`src/rtl/punc_control_if.sv`:
```
// Control/status bundle between the PUnC control unit (master) and the datapath (slave).
// The master drives every strobe and select; the datapath supplies IR and register-file write data.
interface punc_control_if;
  logic [15:0] ir;
  logic [15:0] cc_data;
  logic        mem_w_en;
  logic [1:0]  mem_r_addr_sel;
  logic [1:0]  mem_w_addr_sel;
  logic        temp_ld;
  logic        rf_w_en;
  logic        rf_w_addr_sel;
  logic [1:0]  rf_w_data_sel;
  logic        rf_r0_addr_sel;
  logic        rf_r1_addr_sel;
  logic [1:0]  alu_sel;
  logic        alu_imm;
  logic        ir_ld;
  logic        pc_ld;
  logic        pc_inc;
  logic        pc_clr;
  logic [1:0]  pc_ld_data_sel;
  logic [2:0]  nzp;
  logic        halted;
  logic [2:0]  state_dbg;

  modport master (
    input  ir, cc_data,
    output mem_w_en, mem_r_addr_sel, mem_w_addr_sel, temp_ld,
    output rf_w_en, rf_w_addr_sel, rf_w_data_sel, rf_r0_addr_sel, rf_r1_addr_sel,
    output alu_sel, alu_imm, ir_ld, pc_ld, pc_inc, pc_clr, pc_ld_data_sel,
    output nzp, halted, state_dbg
  );

  modport slave (
    output ir, cc_data,
    input  mem_w_en, mem_r_addr_sel, mem_w_addr_sel, temp_ld,
    input  rf_w_en, rf_w_addr_sel, rf_w_data_sel, rf_r0_addr_sel, rf_r1_addr_sel,
    input  alu_sel, alu_imm, ir_ld, pc_ld, pc_inc, pc_clr, pc_ld_data_sel,
    input  nzp, halted, state_dbg
  );
endinterface

```
`src/rtl/punc_control.sv`:
```
// PUnC LC3 control unit: sequences FETCH/DECODE/EXEC(/EXEC2), decodes the IR into
// datapath strobes combinationally, and owns the N/Z/P condition-code register.
module punc_control (
  input  logic              clk,
  input  logic              rst,
  punc_control_if.master    bus
);

  typedef enum logic [2:0] {
    ST_INIT   = 3'd0,
    ST_FETCH  = 3'd1,
    ST_DECODE = 3'd2,
    ST_EXEC   = 3'd3,
    ST_EXEC2  = 3'd4,
    ST_HALT   = 3'd5
  } state_t;

  localparam logic [3:0] OP_BR   = 4'b0000;
  localparam logic [3:0] OP_ADD  = 4'b0001;
  localparam logic [3:0] OP_LD   = 4'b0010;
  localparam logic [3:0] OP_ST   = 4'b0011;
  localparam logic [3:0] OP_JSR  = 4'b0100;
  localparam logic [3:0] OP_AND  = 4'b0101;
  localparam logic [3:0] OP_LDR  = 4'b0110;
  localparam logic [3:0] OP_STR  = 4'b0111;
  localparam logic [3:0] OP_NOT  = 4'b1001;
  localparam logic [3:0] OP_LDI  = 4'b1010;
  localparam logic [3:0] OP_STI  = 4'b1011;
  localparam logic [3:0] OP_JMP  = 4'b1100;
  localparam logic [3:0] OP_LEA  = 4'b1110;
  localparam logic [3:0] OP_TRAP = 4'b1111;

  // One-hot N/Z/P classification of a register-file write value.
  function automatic logic [2:0] cc_from_data(input logic [15:0] d);
    logic [2:0] r;
    if (d[15]) begin
      r = 3'b100;
    end else if (d == 16'h0000) begin
      r = 3'b010;
    end else begin
      r = 3'b001;
    end
    return r;
  endfunction

  // Opcodes whose register write also refreshes the condition codes (JSR's R7 write does not).
  function automatic logic sets_cc(input logic [3:0] op);
    logic r;
    case (op)
      OP_ADD, OP_AND, OP_NOT, OP_LD, OP_LDR, OP_LDI, OP_LEA: r = 1'b1;
      default:                                              r = 1'b0;
    endcase
    return r;
  endfunction

  state_t      state_r;
  logic [2:0]  nzp_r;

  logic [3:0]  opcode_s;
  logic        br_taken_s;
  logic        cc_upd_s;
  logic        unused_ir_s;

  logic        mem_w_en_s;
  logic [1:0]  mem_r_addr_sel_s;
  logic [1:0]  mem_w_addr_sel_s;
  logic        temp_ld_s;
  logic        rf_w_en_s;
  logic        rf_w_addr_sel_s;
  logic [1:0]  rf_w_data_sel_s;
  logic        rf_r0_addr_sel_s;
  logic        rf_r1_addr_sel_s;
  logic [1:0]  alu_sel_s;
  logic        alu_imm_s;
  logic        ir_ld_s;
  logic        pc_ld_s;
  logic        pc_inc_s;
  logic        pc_clr_s;
  logic [1:0]  pc_ld_data_sel_s;
  logic        halted_s;

  assign opcode_s    = bus.ir[15:12];
  assign br_taken_s  = |(bus.ir[11:9] & nzp_r);
  assign unused_ir_s = ^{bus.ir[8:6], bus.ir[4:0]};

  // Decode state and opcode into datapath strobes and selects.
  always_comb begin
    mem_w_en_s       = 1'b0;
    mem_r_addr_sel_s = 2'd0;
    mem_w_addr_sel_s = 2'd0;
    temp_ld_s        = 1'b0;
    rf_w_en_s        = 1'b0;
    rf_w_addr_sel_s  = 1'b0;
    rf_w_data_sel_s  = 2'd0;
    rf_r0_addr_sel_s = 1'b0;
    rf_r1_addr_sel_s = 1'b0;
    alu_sel_s        = 2'd0;
    alu_imm_s        = 1'b0;
    ir_ld_s          = 1'b0;
    pc_ld_s          = 1'b0;
    pc_inc_s         = 1'b0;
    pc_clr_s         = 1'b0;
    pc_ld_data_sel_s = 2'd0;
    halted_s         = 1'b0;
    case (state_r)
      ST_INIT: begin
        pc_clr_s = 1'b1;
      end
      ST_FETCH: begin
        mem_r_addr_sel_s = 2'd0;
        ir_ld_s          = 1'b1;
        pc_inc_s         = 1'b1;
      end
      ST_DECODE: begin
        halted_s = 1'b0;
      end
      ST_EXEC: begin
        case (opcode_s)
          OP_ADD, OP_AND: begin
            rf_w_en_s       = 1'b1;
            rf_w_data_sel_s = 2'd0;
            alu_sel_s       = (opcode_s == OP_AND) ? 2'd1 : 2'd0;
            alu_imm_s       = bus.ir[5];
          end
          OP_NOT: begin
            rf_w_en_s = 1'b1;
            alu_sel_s = 2'd2;
          end
          OP_LD: begin
            mem_r_addr_sel_s = 2'd1;
            rf_w_en_s        = 1'b1;
            rf_w_data_sel_s  = 2'd1;
          end
          OP_LDR: begin
            mem_r_addr_sel_s = 2'd2;
            rf_w_en_s        = 1'b1;
            rf_w_data_sel_s  = 2'd1;
          end
          OP_LEA: begin
            rf_w_en_s       = 1'b1;
            rf_w_data_sel_s = 2'd3;
          end
          OP_ST: begin
            mem_w_en_s       = 1'b1;
            mem_w_addr_sel_s = 2'd0;
            rf_r1_addr_sel_s = 1'b1;
          end
          OP_STR: begin
            mem_w_en_s       = 1'b1;
            mem_w_addr_sel_s = 2'd1;
            rf_r1_addr_sel_s = 1'b1;
          end
          OP_LDI, OP_STI: begin
            mem_r_addr_sel_s = 2'd1;
            temp_ld_s        = 1'b1;
          end
          OP_BR: begin
            if (br_taken_s) begin
              pc_ld_s          = 1'b1;
              pc_ld_data_sel_s = 2'd0;
            end else begin
              pc_ld_s          = 1'b0;
            end
          end
          OP_JMP: begin
            pc_ld_s          = 1'b1;
            pc_ld_data_sel_s = 2'd1;
          end
          OP_JSR: begin
            // R7 and PC both sample the pre-edge PC, so JSRR R7 returns through the old R7.
            rf_w_en_s        = 1'b1;
            rf_w_addr_sel_s  = 1'b1;
            rf_w_data_sel_s  = 2'd2;
            pc_ld_s          = 1'b1;
            pc_ld_data_sel_s = bus.ir[11] ? 2'd2 : 2'd1;
          end
          default: begin
            pc_ld_s = 1'b0;
          end
        endcase
      end
      ST_EXEC2: begin
        case (opcode_s)
          OP_LDI: begin
            mem_r_addr_sel_s = 2'd3;
            rf_w_en_s        = 1'b1;
            rf_w_data_sel_s  = 2'd1;
          end
          OP_STI: begin
            mem_w_en_s       = 1'b1;
            mem_w_addr_sel_s = 2'd2;
            rf_r1_addr_sel_s = 1'b1;
          end
          default: begin
            mem_w_en_s = 1'b0;
          end
        endcase
      end
      ST_HALT: begin
        halted_s = 1'b1;
      end
      default: begin
        pc_clr_s = 1'b1;
      end
    endcase
  end

  assign cc_upd_s = ((state_r == ST_EXEC) || (state_r == ST_EXEC2)) &&
                    rf_w_en_s && sets_cc(opcode_s);

  // Instruction sequencer and condition-code register.
  always_ff @(posedge clk or posedge rst) begin
    if (rst) begin
      state_r <= ST_INIT;
      nzp_r   <= 3'b010;
    end else begin
      case (state_r)
        ST_INIT:   state_r <= ST_FETCH;
        ST_FETCH:  state_r <= ST_DECODE;
        ST_DECODE: state_r <= (opcode_s == OP_TRAP) ? ST_HALT : ST_EXEC;
        ST_EXEC:   state_r <= ((opcode_s == OP_LDI) || (opcode_s == OP_STI)) ? ST_EXEC2 : ST_FETCH;
        ST_EXEC2:  state_r <= ST_FETCH;
        ST_HALT:   state_r <= ST_HALT;
        default:   state_r <= ST_INIT;
      endcase
      if (cc_upd_s) begin
        nzp_r <= cc_from_data(bus.cc_data);
      end
    end
  end

  assign bus.mem_w_en       = mem_w_en_s;
  assign bus.mem_r_addr_sel = mem_r_addr_sel_s;
  assign bus.mem_w_addr_sel = mem_w_addr_sel_s;
  assign bus.temp_ld        = temp_ld_s;
  assign bus.rf_w_en        = rf_w_en_s;
  assign bus.rf_w_addr_sel  = rf_w_addr_sel_s;
  assign bus.rf_w_data_sel  = rf_w_data_sel_s;
  assign bus.rf_r0_addr_sel = rf_r0_addr_sel_s;
  assign bus.rf_r1_addr_sel = rf_r1_addr_sel_s;
  assign bus.alu_sel        = alu_sel_s;
  assign bus.alu_imm        = alu_imm_s;
  assign bus.ir_ld          = ir_ld_s;
  assign bus.pc_ld          = pc_ld_s;
  assign bus.pc_inc         = pc_inc_s;
  assign bus.pc_clr         = pc_clr_s;
  assign bus.pc_ld_data_sel = pc_ld_data_sel_s;
  assign bus.nzp            = nzp_r;
  assign bus.halted         = halted_s;
  assign bus.state_dbg      = state_r;

endmodule

```
`src/flat_wrapper.sv`:
```
// flat-port wrapper written by rule: the top's interface ports become plain ports
module punc_control_flat 
  (clk, rst, bus_ir, bus_cc_data, bus_mem_w_en, bus_mem_r_addr_sel, bus_mem_w_addr_sel, bus_temp_ld, bus_rf_w_en, bus_rf_w_addr_sel, bus_rf_w_data_sel, bus_rf_r0_addr_sel, bus_rf_r1_addr_sel, bus_alu_sel, bus_alu_imm, bus_ir_ld, bus_pc_ld, bus_pc_inc, bus_pc_clr, bus_pc_ld_data_sel, bus_nzp, bus_halted, bus_state_dbg);
  punc_control_if bus_i ();
  input  logic clk;
  input  logic rst;
  input wire logic [$bits(bus_i.ir)-1:0] bus_ir;
  input wire logic [$bits(bus_i.cc_data)-1:0] bus_cc_data;
  output wire logic [$bits(bus_i.mem_w_en)-1:0] bus_mem_w_en;
  output wire logic [$bits(bus_i.mem_r_addr_sel)-1:0] bus_mem_r_addr_sel;
  output wire logic [$bits(bus_i.mem_w_addr_sel)-1:0] bus_mem_w_addr_sel;
  output wire logic [$bits(bus_i.temp_ld)-1:0] bus_temp_ld;
  output wire logic [$bits(bus_i.rf_w_en)-1:0] bus_rf_w_en;
  output wire logic [$bits(bus_i.rf_w_addr_sel)-1:0] bus_rf_w_addr_sel;
  output wire logic [$bits(bus_i.rf_w_data_sel)-1:0] bus_rf_w_data_sel;
  output wire logic [$bits(bus_i.rf_r0_addr_sel)-1:0] bus_rf_r0_addr_sel;
  output wire logic [$bits(bus_i.rf_r1_addr_sel)-1:0] bus_rf_r1_addr_sel;
  output wire logic [$bits(bus_i.alu_sel)-1:0] bus_alu_sel;
  output wire logic [$bits(bus_i.alu_imm)-1:0] bus_alu_imm;
  output wire logic [$bits(bus_i.ir_ld)-1:0] bus_ir_ld;
  output wire logic [$bits(bus_i.pc_ld)-1:0] bus_pc_ld;
  output wire logic [$bits(bus_i.pc_inc)-1:0] bus_pc_inc;
  output wire logic [$bits(bus_i.pc_clr)-1:0] bus_pc_clr;
  output wire logic [$bits(bus_i.pc_ld_data_sel)-1:0] bus_pc_ld_data_sel;
  output wire logic [$bits(bus_i.nzp)-1:0] bus_nzp;
  output wire logic [$bits(bus_i.halted)-1:0] bus_halted;
  output wire logic [$bits(bus_i.state_dbg)-1:0] bus_state_dbg;
  assign bus_i.ir = bus_ir;
  assign bus_i.cc_data = bus_cc_data;
  assign bus_mem_w_en = bus_i.mem_w_en;
  assign bus_mem_r_addr_sel = bus_i.mem_r_addr_sel;
  assign bus_mem_w_addr_sel = bus_i.mem_w_addr_sel;
  assign bus_temp_ld = bus_i.temp_ld;
  assign bus_rf_w_en = bus_i.rf_w_en;
  assign bus_rf_w_addr_sel = bus_i.rf_w_addr_sel;
  assign bus_rf_w_data_sel = bus_i.rf_w_data_sel;
  assign bus_rf_r0_addr_sel = bus_i.rf_r0_addr_sel;
  assign bus_rf_r1_addr_sel = bus_i.rf_r1_addr_sel;
  assign bus_alu_sel = bus_i.alu_sel;
  assign bus_alu_imm = bus_i.alu_imm;
  assign bus_ir_ld = bus_i.ir_ld;
  assign bus_pc_ld = bus_i.pc_ld;
  assign bus_pc_inc = bus_i.pc_inc;
  assign bus_pc_clr = bus_i.pc_clr;
  assign bus_pc_ld_data_sel = bus_i.pc_ld_data_sel;
  assign bus_nzp = bus_i.nzp;
  assign bus_halted = bus_i.halted;
  assign bus_state_dbg = bus_i.state_dbg;
  punc_control u_core (.clk(clk), .rst(rst), .bus(bus_i));
endmodule
```
`config.mk`:
```
export PLATFORM = sky130hd
export DESIGN_NAME = punc_control_flat
export DESIGN_NICKNAME = d
export VERILOG_FILES = /design/src/rtl/punc_control_if.sv /design/src/rtl/punc_control.sv /design/src/flat_wrapper.sv
export SDC_FILE = /design/constraint.sdc
export NUM_CORES = 1
export LEC_CHECK = 0
export CORE_MARGIN = 2
export CORE_UTILIZATION = 33
export DETAILED_ROUTE_END_ITERATION = 8
export HOLD_SLACK_MARGIN = 0.12
export PLACE_DENSITY = 0.85
export SKIP_LAST_GASP = 1
export SLEW_MARGIN = 20
export SYNTH_ARGS = -nofsm -noshare
export SYNTH_HDL_FRONTEND = slang
export SYNTH_SLANG_ARGS = --single-unit
export TNS_END_PERCENT = 100
```
`constraint.sdc`:
```
create_clock -name clk -period 3.72 [get_ports clk]
set_clock_uncertainty 0.1 [all_clocks]
set_input_delay 1.116 -clock clk [delete_from_list [all_inputs] [get_ports clk]]
set_output_delay 1.116 -clock clk [all_outputs]
set_load 0.05 [all_outputs]
```
## After elaboration in Yosys (flattened, before gate mapping)

Cells that the tools add are included.

| word-level totals | value |
|---|---|
| register bits after elaboration | 6 |
| bits of input ports | 34 |
| output and inout port bits | 28 |
| word-level logic and storage cells | 78 |

| operators by class | value |
|---|---|
| equal/unequal tests | 18 |
| multiplexer cells | 39 |
| bitwise logic cells | 1 |
| reduce and logical (&&, ||, !) cells | 18 |

Operator list:

| operator | count |
|---|---|
| equality test 4 bit (second input constant) | 6 |
| case mux 2 bit (2 select lines) | 6 |
| 2-to-1 mux 1 bit | 19 |
| equality test 4 x 3 -> 1 bit (second input constant) | 4 |
| zero test 16 bit | 1 |
| case mux 3 bit (5 select lines) | 1 |
| OR reduction 7 bit | 2 |
| 2-to-1 mux 2 bit | 6 |
| OR reduction 2 bit | 6 |
| 2-to-1 mux 3 bit | 3 |
| equality test 4 x 2 -> 1 bit (second input constant) | 2 |
| equality test 3 x 2 -> 1 bit (second input constant) | 2 |
| equality test 3 bit (second input constant) | 2 |
| case mux 1 bit (2 select lines) | 3 |
| case mux 2 bit (3 select lines) | 1 |
| OR reduction 3 bit | 2 |
| OR reduction 5 bit | 1 |
| equality test 4 x 1 -> 1 bit (second input constant) | 1 |
| zero test 4 bit | 1 |
| bitwise AND 3 bit | 1 |
| equality test 3 x 1 -> 1 bit (second input constant) | 1 |
| zero test 3 bit | 1 |
| logical AND 1 bit | 2 |
| logical OR 1 bit | 2 |

## Logic depth before layout (Yosys ltp)

| depth | value |
|---|---|
| depth after elaboration | 6 |
| gate-level depth with buffers | 6 |
| mapped depth without buffers | 4 |

## Worst setup path after synthesis

No wires, ideal clock.

| timing | value |
|---|---|
| path type | input to output |
| start | input bus_ir[13] |
| end | output bus_pc_ld_data_sel[0] |
| arrival | 3.766 ns |
| data required time | 2.504 ns |
| path slack | -1.262 ns |
| stages | 2 |
| cells stage by stage | clkbuf_1 a2111oi_0 |

| between the ends | value |
|---|---|
| longest elaborated chain between the ends | 3 |
| elaborated cells on any way between the ends | 4 |
| classes of those cells | eq/ne: 2; mux: 2 |

Ends and longest elaborated chain:

| what | RTL line | source |
|---|---|---|
| from (decl) | flat_wrapper.sv:7 | `input wire logic [$bits(bus_i.ir)-1:0] bus_ir;` |
| equality test 4 x 3 -> 1 bit or equality test 4 bit (tied branches) | punc_control.sv:118 | `case (opcode_s)` |
| case mux 2 bit (2 select lines) * | punc_control.sv:118 |  |
| 2-to-1 mux 2 bit * | punc_control.sv:105 | `case (state_r)` |
| to (decl) | flat_wrapper.sv:24 | `output wire logic [$bits(bus_i.pc_ld_data_sel)-1:0] bus_pc_ld_data_sel;` |

Every way passes the cells marked *; elsewhere a longest branch is shown, timed or not.

## Worst setup path in the final report

| timing | value |
|---|---|
| start | input bus_ir[15] |
| end | output bus_pc_ld_data_sel[1] |

The elaborated chain is that of the path after synthesis.

==> flow_metrics.tcl <==
set metrics [dict create \
    peakVddDrop_v 0.000603 \
    critPathMaxStageDelay_ns 0.27 \
    track_usage 0.219 \
    multi_input_area_sq_um 527 \
    synth_compound_area_frac 0.201 \
    hold_viol_final 0 \
    yosys_warnings 0 \
    io_pins 62 \
    status "completed" \
    antenna_found_initial 0 \
    period_share 0.984 \
    die-area_sq_mm 0.00241 \
    final_area_sq_mm 0.00156 \
    place_area_sq_mm 0.00150 \
    htreeDepth 1 \
    fin_ws_ns 0.0613 \
    critPathArrivalTime_ns 2.44 \
    power_per_cell_area_mw_per_mm2 504 \
    clkTransAtPathRegs_ns 0.04 \
    clk_latency_ns 0.26 \
    synth_cell_types 39 \
    crit_type "in2out" \
    synth-xor-area-share 0.0130 \
    num_rows 16 \
    tns_ns 0 \
    die_w_um 49.1 \
    gr-total-overflow 0 \
    tightest_slew_ns 0.515 \
    synth_fa_ha_area_frac 0 \
    vias_per_cell 4.98 \
    core-area_sq_mm 0.00194 \
    yosys.area_share.simple 0.378 \
    crit_required_ns 2.50 \
    switching_share 0.530 \
    p_switching_mw 0.418 \
    r2r_cells 6 \
    synth_mux_area_frac 0.0670 \
    p_int_mw 0.370 \
    synthesis.instances 84 \
    r2r_end "u_core.bus.nzp[2]" \
    cts_tree "done" \
    layout.area.seq_sq_um 151 \
    ys_seq_elements 6 \
    rsz0062_at_grt "false" \
    antenna_left 0 \
    syn_nets 118 \
    start_kind "primary input" \
    die_y_um 49.1 \
    post-place-ws_ns -0.189 \
    setup_viol 0 \
    reg2reg_slack_ns 1.72 \
    antenna_cells 0 \
    avgRoutedWirePerCell_um 13.8 \
    clockRootBuffer "clkbuf_4" \
    synth_area_sq_um 672 \
    first_iter_violations 7 \
    hpwl_mm 1.99 \
    min_from "u_core.bus.nzp[2]" \
    nets 182 \
    mostFrequentLayoutCells "clkdlybuf4s50_1 (33), buf_12 (17), buf_4 (15)" \
    gp_congestion 0.838 \
    min_period_ns 3.66 \
    slew_headroom 0.656 \
    drc 0 \
    r2r-start "u_core.bus.state_dbg[1]" \
    synth_top_family_by_area "simple AND/OR/NAND/NOR gates" \
    clock.fmax_mhz 273 \
    power.total_mw 0.788 \
    wirelength_mm 2.39 \
    cp_slowest_cell "dlygate4sd2_1" \
    p_clk_frac 0.087 \
    start_util 0.346 \
    maxCapViolations 0 \
    drive_above_1_share 0.388 \
    nFillCells 117 \
    cts_made_buffers 3 \
    p_seq_frac 0.167 \
    dpl.cell_count 169 \
    grt_first_pass_wirelength_mm 4.04 \
    hold_slack_ns 0.474 \
    worstPathMaxFanout 7 \
    grt_max_degree 11 \
    final_common_cell "clkdlybuf4s50_1" \
    drv_slew 0 \
    path_cells "dlygate4sd2_1 > buf_4 > and2b_1 > nand2_2 > nor3_4 > and2_4 > buf_12" \
    endpoint_kind "output pin" \
    syn_area_per_cell_sq_um 8.00 \
    hold_path.class "reg2reg" \
    cts_sinks 6 \
    area_delta_synth_final_pct 132 \
    grt_pass1_vias 930 \
    p_leak_nw 0.637 \
    hold_end "u_core.bus.nzp[2]" \
    layout.cells.non_filler 174 \
    whs_path_depth 1 \
    utilization 0.804 \
    yosysSeqAreaShare 0.225 \
    clockBufferDepth 2 \
    io_buffers 52 \
    pwr-share-comb 0.746 \
    first_pass_iters 4 \
    route.vias.total 866 \
]
## timing repair
item	4_1_cts	5_1_grt
hold buffers	0	0
buffers inserted	1	0
pin swaps	2	1
resized for setup	10	0
setup endpoints to repair	11	1
## per-layer routing
| layer | wire, um | GRT usage |
|---|---|---|
| met1 | 853 | 0.236 |
| met2 | 1330 | 0.392 |
| met3 | 180 | 0.0644 |
| met4 | 30 | 0.0952 |
| met5 | 0 | 0 |
## worst max-delay path: cells and delay by family
family / cells / cell delay [ns]
simple gates: 4 / 0.75
buf+inv: 3 / 0.58
## how the worst max path moves through the flow
stage                     cells past startpoint                     to       start
after floorplan                               4  bus_pc_ld_data_sel[1]  bus_ir[15]
after global placement                        6  bus_mem_r_addr_sel[1]  bus_ir[14]
after detailed placement                      7  bus_pc_ld_data_sel[1]  bus_ir[15]
after CTS                                     5            bus_alu_imm  bus_ir[13]
after global routing                          5            bus_alu_imm  bus_ir[13]
final                                         7  bus_pc_ld_data_sel[1]  bus_ir[15]
## synth_stat cells
cell	instances	share of area
a21oi_1	7	0.052
nor4b_1	1	0.013
xor2_1	1	0.013
dfrtp_1	5	0.19
nand2b_2	1	0.013
nand2b_4	1	0.020
o21ai_0	1	0.0074
nor3b_1	1	0.011
mux2_4	3	0.067
a21o_1	1	0.011
conb_1	1	0.0056
nor2_1	11	0.061
o22ai_1	1	0.0093
nand3b_1	1	0.011
buf_4	3	0.034
or3_1	2	0.019
nor3_1	3	0.022
o22a_1	1	0.013
dfstp_2	1	0.039
clkbuf_2	1	0.0074
nand2_1	6	0.034
and2_1	2	0.019
and2b_1	1	0.011
a222oi_1	1	0.015
clkbuf_1	2	0.011
and4_1	1	0.013
nor4_1	5	0.047
o21a_1	1	0.011
o22ai_4	1	0.030
nand3_1	2	0.015
inv_1	3	0.017
nand2b_1	4	0.037
buf_6	2	0.034
a2bb2oi_4	1	0.039
nor2b_1	1	0.0093
or2_2	1	0.0093
and3b_1	1	0.013
buf_2	1	0.0074
a2111oi_0	1	0.013
## sequential cells by signal, indices dropped and copies added, names as in the netlist
signal and cells:
u_core.bus.nzp 3, u_core.bus.state_dbg 3
## power groups by stage
| stage | logic [mW] | clock network (mW) | registers, mW |
|---|---|---|---|
| final | 0.588 | 0.0681 | 0.132 |
| after global placement | 0.571 | 0 | 0.126 |
| after detailed placement | 0.584 | 0 | 0.131 |
| after floorplan | 0.313 | 0 | 0.197 |
| after CTS | 0.591 | 0.0694 | 0.131 |
| after global routing | 0.613 | 0.0735 | 0.140 |
## cell families (layout without fill, tap and decap cells)
kind of cell,after synthesis,in the layout
simple gates,45,45
compound gates,16,16
buf+inv,12,75
flops,6,6
mux,3,3
other cells,1,1
xor+xnor,1,1
## area by class of cell
| cell class | count | area share |
|---|---|---|
| clock buffers | 4 | 0.0168 |
| repair buffers | 68 | 0.520 |
| inverters | 3 | 0.00721 |
| well taps | 27 | 0.0216 |
| flip-flops and latches | 6 | 0.0970 |
| multi-input cells | 66 | 0.337 |
Power figures use the tool's default switching activity.
